<file path="src/rtl/led_pkg.sv">
// rtl/led_pkg.sv - shared duty type and PWM frame helpers for the LED driver
package led_pkg;

   localparam int LED_DUTY_W = 8;

   typedef logic [LED_DUTY_W-1:0] duty_t;

   // Last pwm_cnt value of a frame: the counter runs 0..2^w-2, so a frame is 2^w-1 ticks.
   function automatic int pwm_max(input int w);
      return (1 << w) - 2;
   endfunction

endpackage

</file>
<file path="src/rtl/led_pwm_timebase.sv">
// rtl/led_pwm_timebase.sv - prescaler and PWM frame counter, held at zero while disabled
module led_pwm_timebase
   import led_pkg::*;
#(
   parameter int DUTY_W   = LED_DUTY_W,
   parameter int PRESCALE = 16
) (
   input  logic              clk,
   input  logic              rst,
   input  logic              enable,
   output logic              tick,
   output logic [DUTY_W-1:0] pwm_cnt,
   output logic              wrap
);

   localparam int PS_W = (PRESCALE > 1) ? $clog2(PRESCALE) : 1;
   localparam logic [PS_W-1:0]   PS_LAST  = PS_W'(PRESCALE - 1);
   localparam logic [DUTY_W-1:0] CNT_LAST = DUTY_W'(pwm_max(DUTY_W));

   logic [PS_W-1:0] prescaler;

   assign tick = enable && (prescaler == PS_LAST);
   assign wrap = tick && (pwm_cnt == CNT_LAST);

   always_ff @(posedge clk or negedge rst) begin
      if (!rst) begin
         prescaler <= '0;
         pwm_cnt   <= '0;
      end else if (!enable) begin
         prescaler <= '0;
         pwm_cnt   <= '0;
      end else begin
         prescaler <= tick ? '0 : prescaler + PS_W'(1);
         if (tick) begin
            pwm_cnt <= wrap ? '0 : pwm_cnt + DUTY_W'(1);
         end
      end
   end

endmodule

</file>
<file path="src/rtl/led_pwm_driver.sv">
// rtl/led_pwm_driver.sv - per-channel PWM LED driver with frame-synchronous double-buffered duties
module led_pwm_driver
   import led_pkg::*;
#(
   parameter int NUM_CH   = 8,
   parameter int DUTY_W   = LED_DUTY_W,
   parameter int PRESCALE = 16
) (
   input  logic                     clk,
   input  logic                     rst,
   input  logic                     enable,
   input  logic [NUM_CH*DUTY_W-1:0] duty_data,
   input  logic                     duty_valid,
   output logic                     duty_ready,
   output logic [NUM_CH-1:0]        led,
   output logic                     frame_start
);

   logic              tick;
   logic              wrap;
   logic [DUTY_W-1:0] pwm_cnt;
   logic [DUTY_W-1:0] active  [NUM_CH];
   logic [DUTY_W-1:0] pending [NUM_CH];
   logic              pend_flag;
   logic              boundary;

   led_pwm_timebase #(
      .DUTY_W   (DUTY_W),
      .PRESCALE (PRESCALE)
   ) u_timebase (
      .clk     (clk),
      .rst     (rst),
      .enable  (enable),
      .tick    (tick),
      .pwm_cnt (pwm_cnt),
      .wrap    (wrap)
   );

   // A disabled driver has no frame in flight, so any edge is a safe commit point.
   assign boundary   = !enable || (tick && wrap);
   assign duty_ready = !pend_flag;

   // Commit and accept are exclusive: commit needs the flag set, accept needs it clear.
   always_ff @(posedge clk or negedge rst) begin
      if (!rst) begin
         for (int i = 0; i < NUM_CH; i++) begin
            active[i]  <= '0;
            pending[i] <= '0;
         end
         pend_flag <= 1'b0;
      end else if (pend_flag && boundary) begin
         active    <= pending;
         pend_flag <= 1'b0;
      end else if (duty_valid && !pend_flag) begin
         for (int i = 0; i < NUM_CH; i++) begin
            pending[i] <= duty_data[i*DUTY_W +: DUTY_W];
         end
         pend_flag <= 1'b1;
      end
   end

   always_ff @(posedge clk or negedge rst) begin
      if (!rst) begin
         led         <= '0;
         frame_start <= 1'b0;
      end else begin
         frame_start <= wrap;
         for (int i = 0; i < NUM_CH; i++) begin
            led[i] <= enable && (pwm_cnt < active[i]);
         end
      end
   end

endmodule

</file>
<file path="config.mk">
export PLATFORM = sky130hd
export DESIGN_NAME = led_pwm_driver
export DESIGN_NICKNAME = d
export VERILOG_FILES = /design/src/rtl/led_pkg.sv /design/src/rtl/led_pwm_timebase.sv /design/src/rtl/led_pwm_driver.sv
export SDC_FILE = /design/constraint.sdc
export NUM_CORES = 1
export LEC_CHECK = 0
export CAP_MARGIN = 20
export CORE_UTILIZATION = 45
export DETAILED_ROUTE_END_ITERATION = 8
export PLACE_DENSITY = 0.77
export RECOVER_POWER = 50
export SYNTH_ARGS = -nofsm -noshare
export SYNTH_HDL_FRONTEND = slang
export SYNTH_SLANG_ARGS = --single-unit
</file>
<file path="constraint.sdc">
create_clock -name clk -period 2.72 [get_ports clk]
set_input_delay 0.544 -clock clk [delete_from_list [all_inputs] [get_ports clk]]
set_output_delay 0.544 -clock clk [all_outputs]
set_load 0.02 [all_outputs]
</file>
**Word level (Yosys, flattened, before mapping)**

Index checks and enable logic that the tools add are counted.

- Flip-flop bits (word level): 150
- Bits of input ports: 68
- Output and inout bits: 10
- Logic and storage cells: 60

- Add/subtract/negate cells: 2
- $lt $le $gt $ge: 8
- Eq/ne operators: 3
- Multiplexer cells: 7
- Bitwise gates (word level): 1
- Reduce and logical (&&, ||, !) cells: 18

Operators with widths:

| operator | count |
|---|---|
| $lt A8 B8 Y1 | 8 |
| $mux W8 | 3 |
| $logic_and A1 B1 Y1 | 13 |
| $add A8 B1 Y8 const B | 1 |
| $eq A8 B8 Y1 const B | 1 |
| $mux W4 | 2 |
| $add A4 B1 Y4 const B | 1 |
| $eq A4 B4 Y1 const B | 1 |
| $logic_not A1 Y1 | 2 |
| $mux W1 | 2 |
| $ne A2 B1 Y1 const B | 1 |
| $reduce_and A2 Y1 | 1 |
| $reduce_bool A2 Y1 | 1 |
| $logic_or A1 B1 Y1 | 1 |
| $not A1 Y1 | 1 |

**Logic depth before layout (Yosys ltp)**

- Word-level depth: 8
- Gate-level depth with buffers: 8
- Gate-level depth less buffers: 6

**By module**

A second synthesis with hierarchy kept.

- Cell total of the unflattened synthesis: 526
- Area total of the unflattened synthesis: 7272.0 µm²

By module, submodules not included:

| module | instances | cells an instance | area each (µm²) | seq. area each (µm²) |
|---|---|---|---|---|
| led_pwm_driver | 1 | 462 | 6638.9 | 3453.3 |
| led_pwm_timebase | 1 | 64 | 633.1 | 300.3 |

**Worst setup path before layout**

Ideal clock, no wire load.

- Path kind: register to register
- From: reg u_timebase.pwm_cnt[0]
- To: reg active[0] in the netlist's numbering
- Setup time: 0.125 ns
- Data arrival time: 1.950 ns
- Required time: 2.595 ns
- Setup slack: 0.645 ns
- Stages on the path, launching flop included: 9
- Path buffers: 2
- Clock period less this slack: 2.075 ns
- Cell sequence: dfrtp_1 clkbuf_1 inv_1 ha_1 nand2_1 o41ai_4 nand2_4 buf_6 mux2_4

- Word-level cells in the longest chain between the ends: 5

RTL lines:

| element | line | source |
|---|---|---|
| start, declared | led_pwm_timebase.sv:12 | `output logic [DUTY_W-1:0] pwm_cnt,` |
| start signal, assigned | led_pwm_timebase.sv:35 | `pwm_cnt <= wrap ? '0 : pwm_cnt + DUTY_W'(1);` |
| $eq A8 B8 Y1 | led_pwm_timebase.sv:23 | `assign wrap = tick && (pwm_cnt == CNT_LAST);` |
| $logic_and A1 B1 Y1 | led_pwm_timebase.sv:23 |  |
| $logic_and A1 B1 Y1 | led_pwm_driver.sv:40 | `assign boundary = !enable \|\| (tick && wrap);` |
| $logic_or A1 B1 Y1 | led_pwm_driver.sv:40 |  |
| $logic_and A1 B1 Y1 | led_pwm_driver.sv:51 | `end else if (pend_flag && boundary) begin` |
| end signal, assigned | led_pwm_driver.sv:52 | `active <= pending;` |
| end, declared | led_pwm_driver.sv:22 | `logic [DUTY_W-1:0] active [NUM_CH];` |

No other way between the ends.
A chain may end at the register's enable or synchronous reset.

**Worst setup path in the final report**

- From: reg u_timebase.prescaler[0]
- To: reg active[56] in the netlist's numbering

- Word-level cells in the longest chain between the ends: 6

RTL lines:

| element | line | source |
|---|---|---|
| start, declared | led_pwm_timebase.sv:20 | `logic [PS_W-1:0] prescaler;` |
| start signal, assigned | led_pwm_timebase.sv:33 | `prescaler <= tick ? '0 : prescaler + PS_W'(1);` |
| $eq A4 B4 Y1 * | led_pwm_timebase.sv:22 | `assign tick = enable && (prescaler == PS_LAST);` |
| $logic_and A1 B1 Y1 * | led_pwm_timebase.sv:22 |  |
| $logic_and A1 B1 Y1 | led_pwm_timebase.sv:23 |  |
| $logic_and A1 B1 Y1 * | led_pwm_driver.sv:40 |  |
| $logic_or A1 B1 Y1 * | led_pwm_driver.sv:40 |  |
| $logic_and A1 B1 Y1 * | led_pwm_driver.sv:51 |  |

Mark *: on every way between the ends. The rest lies on a longest branch, timed or not.

==> flow_metrics.py <==
metrics = {
    "global_route": {
        "grt_pass1_vias": 4875,
        "grt_use_met1_pct": 23.16,
        "grt_overflow": 0,
        "grt_use_total_pct": 19.01,
        "grt_pass1_wl_um": 24050,
        "grt_use_met3_pct": 4.748,
        "use_met2_pct": 31.85,
        "grt_antenna_before_repair": 0,
        "grt_max_degree": 72,
        "grt-busiest-layer": "met2",
    },
    "clock_tree": {
        "hold_buffers": 0,
        "clock_latency_ns": 0.43,
        "postCtsSetupRepairBufs": 0,
        "cts_buffers": 17,
        "clk_pin_slew_ns": 0.06,
        "ctsResizeCount": 0,
        "cts_tree": "done",
        "cts-htree-levels": 4,
        "clkSinkCount": 150,
        "cts_root_buf": "clkbuf_16",
        "clk_path_buf_depth": 2,
    },
    "power_and_ir_drop": {
        "p_per_area_nw_per_um2": 830.4,
        "power.internal_mw": 5.461,
        "p_sw_mw": 1.994,
        "peakVddDrop_uv": 455.6,
        "p_leak_nw": 4.353,
        "clockPowerShare_pct": 32.3,
        "combPwrFrac_pct": 23.8,
        "p_total_mw": 7.454,
        "power_frac_seq_pct": 43.9,
        "p_sw_share_pct": 26.74,
    },
    "placement": {
        "hpwlAfterDp_um": 9916,
        "finalWeightedCongestion": 0.7673,
        "dp_cells": 839,
        "portBuffers": 77,
        "dpl_cell_area_um2": 8388,
        "place_ws_ns": 0.2742,
    },
    "logic_synthesis": {
        "synthTopCellsByCount": "150 x dfrtp_1, 68 x mux2_2, 67 x inv_1",
        "yosys.area.top_type_share_pct": 51.44,
        "netlist_top_cells_area": "dfrtp_1 51%, mux2_4 12%, mux2_2 10%, ha_1 10%, inv_1 3.4%",
        "yosys_warnings": 0,
        "synthArstFlopShare_pct": 100.0,
        "synthFlopType": "dfrtp_1",
        "netlist_instances": 547,
        "ys_seq_area_share_pct": 51.44,
        "synth_edf_count": 0,
        "synth_area_um2": 7297,
        "avgSynthCellArea_um2": 13.34,
        "synth_top_area_cell": "dfrtp_1",
        "yosys.cell_types.count": 32,
        "synth-seq-cells": 150,
        "synth_nets": 674,
        "yosysMostFrequentCell": "dfrtp_1",
    },
    "sta": {
        "worst_pin_slew_ns": 1.883,
        "max_freq_ghz": 0.4189,
        "fin_crit_ns": 2.387,
        "maxSlewHeadroom_pct": -25.52,
        "finalSetupViolCount": 0,
        "slew_violations": 109,
        "grt_setup_unrepaired": "no",
        "worst_hold_slack_ns": 0.03263,
        "fin_ws_ns": 0.3329,
        "period_share_pct": 87.76,
        "hold_viol": 0,
        "setup-tns-final_ns": 0,
        "clock_skew_ns": 0.008066,
    },
    "setup_path": {
        "cp-start-kind": "flop",
        "cp-end-kind": "flop",
        "critPathKind": "reg2reg",
        "cp_slowest_cell": "o41ai_4",
        "required_ns": 3.03,
        "r2r_end": "active[56]",
        "ff2ff_setup_slack_ns": 0.33,
        "rr_worst_depth": 6,
        "cp_cell_sequence": "ha_1 > nand3_4 > o41ai_4 > nand2_4 > buf_12 > mux2_4",
        "arrival_ns": 2.70,
        "r2r-start": "u_timebase.prescaler[0]",
        "path_max_fanout": 31,
        "cpPeakStageDelay_ns": 0.62,
    },
    "die": {
        "die_w_um": 129.3,
        "core_area_um2": 15890,
        "row_count": 46,
        "io_pins": 78,
        "start_util_pct": 45.94,
        "fp.dieArea_um2": 16730,
        "fp.dieH_um": 129.3,
    },
    "outcome": {
        "violations": "capacitance limit, slew limit",
        "status": "finished with violations",
    },
    "finish": {
        "regArea_um2": 3754,
        "diodes": 0,
        "n_fill_cell": 1283,
        "area_delta_synth_final_pct": 23.03,
        "instances_no_fill": 871,
        "stdcell_area_um2": 8977,
        "multi_input_area_um2": 3198,
        "final_core_util_pct": 56.51,
        "fin_nets": 769,
        "drive_gt1_share_pct": 27.18,
    },
    "route": {
        "final_antenna_net_count": 0,
        "route.vias.total": 4436,
        "drc": 0,
        "finalWirelength_um": 14670,
        "drt_first_pass_iters": 4,
        "vias_per_cell": 5.093,
        "routedWlPerCell_um": 16.85,
        "first_iter_violations": 244,
    },
    "flow_run": {
        "cap_violations": 2,
    },
    "hold_path": {
        "worstHoldPathType": "in2async",
    },
}
==> cell usage in the layout, fill, tap and decap left out, types with 5 or more instances in the layout <==
master and n:
a2111oi_0 8, clkbuf_16 17, inv_1 67, dfrtp_1 150
nor3_1 17, nand2b_1 8, nor2b_1 8, o2111ai_1 9
buf_4 10, clkinv_2 5, nor2_1 21, mux2_2 68
ha_1 59, o21ai_0 9, clkdlybuf4s50_1 75, a21oi_1 19
mux2_4 60
==> layout make-up <==
| type | instances | area share (%) |
|---|---|---|
| well taps | 216 | 3.010 |
| inverters | 67 | 2.801 |
| clock inverters | 13 | 1.728 |
| repair buffers | 91 | 9.979 |
| flip-flops and latches | 150 | 41.81 |
| multi-input cells | 315 | 35.62 |
| clock buffers | 19 | 5.045 |
==> critical path, delay by kind of cell (launching register included) <==
| kind | cells | cell delay (ns) |
|---|---|---|
| adder cells (fa/ha/maj) | 1 | 0.26 |
| buffers and inverters | 1 | 0.25 |
| flip-flops | 1 | 0.38 |
| multiplexers | 1 | 0.32 |
| AO/OA/AOI/OAI | 1 | 0.62 |
| AND/OR/NAND/NOR | 2 | 0.40 |
==> how the worst max path moves through the flow <==
| stage | start | to | depth (start not counted) |
|---|---|---|---|
| 2_1_floorplan | u_timebase.pwm_cnt[0] | active[0] | 8 |
| 3_3_place_gp | enable | active[60] | 5 |
| 3_5_place_dp | enable | led[2] | 3 |
| 4_1_cts | u_timebase.prescaler[0] | active[46] | 6 |
| 5_1_grt | rst | pending[37] | 2 |
| 6_report | u_timebase.prescaler[0] | active[56] | 6 |
==> power by group through the flow <==
| stage | combinational (mW) | sequential, mW | clock, mW |
|---|---|---|---|
| floorplan | 1.36 | 3.16 | 0 |
| global placement | 1.64 | 3.28 | 0 |
| detailed placement | 1.77 | 3.31 | 0 |
| CTS | 1.80 | 3.29 | 2.45 |
| global route | 1.95 | 3.36 | 2.54 |
| finish | 1.77 | 3.28 | 2.40 |
==> per-layer routing <==
metal	part of all wire [%]	wire, um	up-vias
li1	-	-	2093
met3	4.6	669	29
met5	0	0	-
met1	44	6446	2197
met4	2.0	299	0
met2	49	7256	117
==> cell families (layout without fill, tap and decap cells) <==
group	count (synthesis)	after routing	synth area share, %
DFF	150	150	51.44
xor gates and xnor gates	7	7	0.8402
adders and majority gates	59	59	10.12
muxes	128	128	22.84
and+or+nand+nor	69	69	4.956
buffers and inverters	82	190	4.835
AOI/OAI and AO/OA	52	52	4.973
==> sequential cells by signal, summed over array words and instances, names as in the netlist <==
name and cells:
pend_flag 1, active 64, led 8, u_timebase.prescaler 4, frame_start 1, pending 64
u_timebase.pwm_cnt 8
Power figures use the tool's default switching activity.
